## config.mk

```make
export PLATFORM = sky130hd
export DESIGN_NAME = regfile_write_arbiter
export DESIGN_NICKNAME = d
export VERILOG_FILES = /design/src/rtl/regfile_write_arbiter.sv
export SDC_FILE = /design/constraint.sdc
export NUM_CORES = 1
export LEC_CHECK = 0
export CAP_MARGIN = 20
export CORE_MARGIN = 4
export CORE_UTILIZATION = 39
export CTS_CLUSTER_DIAMETER = 150
export DETAILED_ROUTE_END_ITERATION = 10
export PLACE_DENSITY = 0.78
export SYNTH_ARGS = -nofsm -noshare
export SYNTH_HDL_FRONTEND = slang
export SYNTH_SLANG_ARGS = --single-unit
```

## constraint.sdc

```tcl
create_clock -name clk -period 1.4 [get_ports clk]
set_clock_uncertainty 0.15 [all_clocks]
set_input_delay 0.21 -clock clk [delete_from_list [all_inputs] [get_ports clk]]
set_output_delay 0.21 -clock clk [all_outputs]
set_load 0.02 [all_outputs]
```

## src/rtl/regfile_write_arbiter.sv

```systemverilog
// Two-port register-file writeback arbiter with round-robin contention handling
// and a pending-write (busy) scoreboard for destination registers.
module regfile_write_arbiter #(
  parameter int ADDR_BITS = 3,
  parameter int DATA_BITS = 8
) (
  input  logic                        clk,
  input  logic                        reset,
  input  logic                        req0_valid,
  input  logic [ADDR_BITS-1:0]        req0_addr,
  input  logic [DATA_BITS-1:0]        req0_data,
  output logic                        req0_ready,
  input  logic                        req1_valid,
  input  logic [ADDR_BITS-1:0]        req1_addr,
  input  logic [DATA_BITS-1:0]        req1_data,
  output logic                        req1_ready,
  input  logic                        rsv_valid,
  input  logic [ADDR_BITS-1:0]        rsv_addr,
  output logic                        wr_enable,
  output logic [ADDR_BITS-1:0]        wr_addr,
  output logic [DATA_BITS-1:0]        wr_data,
  output logic [(2**ADDR_BITS)-1:0]   busy
);

  localparam int NUM_REGS = 2**ADDR_BITS;

  // Handshake: a request is accepted in any cycle where reqN_valid && reqN_ready.
  // ready never depends on ready, and an unaccepted requester holds its inputs.
  logic                last_grant;
  logic                grant0;
  logic                grant1;
  logic                accept;
  logic [NUM_REGS-1:0] busy_next;

  // Round-robin: on contention the requester that did not win last time is granted.
  always_comb begin
    grant0 = 1'b0;
    grant1 = 1'b0;
    if (reset) begin
      if (req0_valid && (!req1_valid || last_grant)) begin
        grant0 = 1'b1;
      end else if (req1_valid) begin
        grant1 = 1'b1;
      end
    end
  end

  assign req0_ready = grant0;
  assign req1_ready = grant1;
  assign accept     = grant0 | grant1;

  // Reservation is applied after the clear so it wins a same-register collision.
  always_comb begin
    busy_next = busy;
    if (wr_enable) begin
      busy_next[wr_addr] = 1'b0;
    end
    if (rsv_valid) begin
      busy_next[rsv_addr] = 1'b1;
    end
  end

  always_ff @(posedge clk) begin
    if (!reset) begin
      wr_enable  <= 1'b0;
      wr_addr    <= '0;
      wr_data    <= '0;
      busy       <= '0;
      last_grant <= 1'b1;
    end else begin
      wr_enable <= accept;
      busy      <= busy_next;
      if (grant0) begin
        wr_addr    <= req0_addr;
        wr_data    <= req0_data;
        last_grant <= 1'b0;
      end else if (grant1) begin
        wr_addr    <= req1_addr;
        wr_data    <= req1_data;
        last_grant <= 1'b1;
      end
    end
  end

endmodule

```

==> results.json <==
{
  "ys_warn_count": 0,
  "yosysUniqueCellTypes": 21,
  "detail_route.iter0.violations": 38,
  "area_growth_pct": 65.7,
  "antenna_found_initial": 0,
  "fin_setup_tns_ns": -0.0314,
  "layout_setup_ws_ns": -0.0314,
  "place_inst": 209,
  "drv_cap": 0,
  "drcViolationCount": 0,
  "clock.fmax_mhz": 699,
  "row_count": 18,
  "netlist_instances": 119,
  "required_ns": 1.04,
  "crit_buf_inv": 2,
  "antenna_cells": 0,
  "sw_frac_of_total_pct": 29.3,
  "layout-drive-gt1-share_pct": 18.5,
  "p_per_area_mw_per_mm2": 798,
  "drtAntennaViolNets": 0,
  "wl_mm": 3.35,
  "setup_viol": 1,
  "final_cell_area_mm2": 0.00167,
  "crit_fanout": 3,
  "hold_ws_ns": 0.215,
  "drtPass1Iterations": 4,
  "core_mm2": 0.00248,
  "clock-sinks": 21,
  "num_vias": 1220,
  "pwr-share-clk_pct": 21.5,
  "track_usage_pct": 20.9,
  "cellLeakagePower_uw": 0.000671,
  "outcome": "finished with violations",
  "violations": "negative setup slack",
  "grt_start_max_net_pins": 17,
  "overflow": 0,
  "port_buffers": 51,
  "dp_slack_ns": -0.610,
  "syn_avg_cell_area_um2": 8.45,
  "detail_route.wl_per_cell_um": 15.7,
  "intPower_uw": 940,
  "seqPwrFrac_pct": 49.2,
  "yosysSeqAreaShare_pct": 41.8,
  "postPlaceCellArea_mm2": 0.00163,
  "cts_root_buf": "clkbuf_4",
  "cp-end-kind": "primary output",
  "die_w_um": 58.8,
  "start_kind": "flop",
  "max-slew-margin-rel_pct": 82.6,
  "cts_max_level": 1,
  "clkTransAtPathRegs_ns": 0.11,
  "dieArea_mm2": 0.00346,
  "slowest_stage": "dfxtp_4",
  "finalNonFillerCells": 214,
  "critical_path_class": "reg2out",
  "ir_drop_mv": 0.587,
  "pwr-share-comb_pct": 29.3,
  "hold_violations": 0,
  "ios": 52,
  "cts_tree": "done",
  "fin_crit_sh_pct": 102,
  "die_y_um": 58.8,
  "synth_nets": 149,
  "p_sw_uw": 389,
  "gp_congestion": 0.847,
  "grt_first_pass_wirelength_mm": 5.62,
  "r2r_cells": 4,
  "critical-path-top-delay-family": "flip-flops",
  "min_period_ns": 1.43,
  "cts_max_path_buffers": 2,
  "ys_ff_latch": 21,
  "grt_pass1_vias": 1276,
  "worst_slew_pin_slew_ns": 0.260,
  "start_util_pct": 40.6,
  "cts_inserted_buffers": 3,
  "clk_latency_ns": 0.30,
  "synthesis.area_mm2": 0.00101,
  "drv_slew": 0,
  "critPathArrivalTime_ns": 1.07,
  "critPathMaxStageDelay_ns": 0.38,
  "critical_path.cell_chain": "nor2b_4 -> nand3b_4 -> inv_2 -> buf_6",
  "fin_nets": 215,
  "rsz0062_at_grt": "yes",
  "hold_class": "in2reg",
  "cp.depth": 4,
  "min_path_cells": 3,
  "place_hpwl_mm": 2.47,
  "viasPerCell": 5.70
}
## registers in the layout, indices dropped and copies added (netlist names)
name        count
last_grant      1
wr_enable       1
wr_data         8
wr_addr         3
busy            8
## metal layers
layer	track usage (%)	share of wire (%)
met1	23.2	40
met2	38.5	50
met4	8.41	1.3
met5	0	0
met3	4.17	8.6
## worst min-delay path, cell delays in order
cell,delay [ns]
dlygate4sd2_1,0.26
nor2_1,0.05
o21ai_0,0.11
## power by group through the flow
stage	combinational [uW]	sequential, uW	clock [uW]
final	390	654	285
after global routing	417	660	319
after CTS	384	654	294
after detailed placement	399	667	0
after global placement	392	666	0
after floorplan	126	710	0
## cell families (layout without fill, tap and decap cells)
group / Yosys count / after routing / synth area share (%)
AOI/OAI and AO/OA: 51 / 51 / 32.0
and+or+nand+nor: 36 / 36 / 19.9
buffers and inverters: 11 / 76 / 6.34
DFF: 21 / 21 / 41.8
## cells in the final DEF, fill, tap and decap left out, types with 7 or more instances in the layout
cell type,instances
a21boi_0,8
a31oi_1,11
buf_4,18
clkdlybuf4s15_1,7
clkdlybuf4s50_1,26
dfxtp_1,20
dlygate4sd2_1,14
nand2_1,7
nand3_1,15
o21ai_0,12
o21ai_1,7
o31ai_1,12
## through the flow
stage / util [%] / power (uW)
floorplan: - / 837
global placement: 65.9 / 1060
detailed placement: 65.9 / 1070
CTS: 67.0 / 1330
global route: 67.3 / 1400
finish: 67.3 / 1330
## synthesized netlist by cell type (all sizes together)
master,n,share of area [%]
inv,2,0.75
a31oi,11,6.8
nor2b,4,2.7
nand3b,1,2.0
dfxtp,21,42
nand2b,3,1.9
o21ai,19,9.5
nand2,7,2.6
clkbuf,2,0.87
o31ai,13,9.7
a21boi,8,6.0
and2,2,1.5
buf,7,4.7
nand3,15,7.5
nor2,3,1.1
nand4,1,0.62
## repair_timing
item | CTS | global route
gates cloned | 1 | 0
resized for setup | 41 | 14
endpoints found under the setup margin | 33 | 11
pin swaps | 1 | 1
setup buffers | 0 | 0
hold buffers | 0 | 0
## final cells by class
type / count / area (um^2)
timing repair inverter: 1 / 7.51
multi-input combinational: 87 / 539
timing repair buffer: 69 / 621
inverter: 2 / 11.3
sequential: 21 / 424
clock buffer: 4 / 26.3
tap: 30 / 37.5
fill: 231 / 811
## final timing paths
path	from	to	slack, ns
setup / recovery	last_grant$_SDFFE_PN1P_	req0_ready	-0.03
hold / removal	req1_valid	last_grant$_SDFFE_PN1P_	0.22
setup reg to reg	last_grant$_SDFFE_PN1P_	wr_data[0]$_SDFFE_PN0P_	0.13
hold reg to reg	busy[6]$_SDFF_PN0_	busy[6]$_SDFF_PN0_	0.34
(Power assumes the default switching activity.)
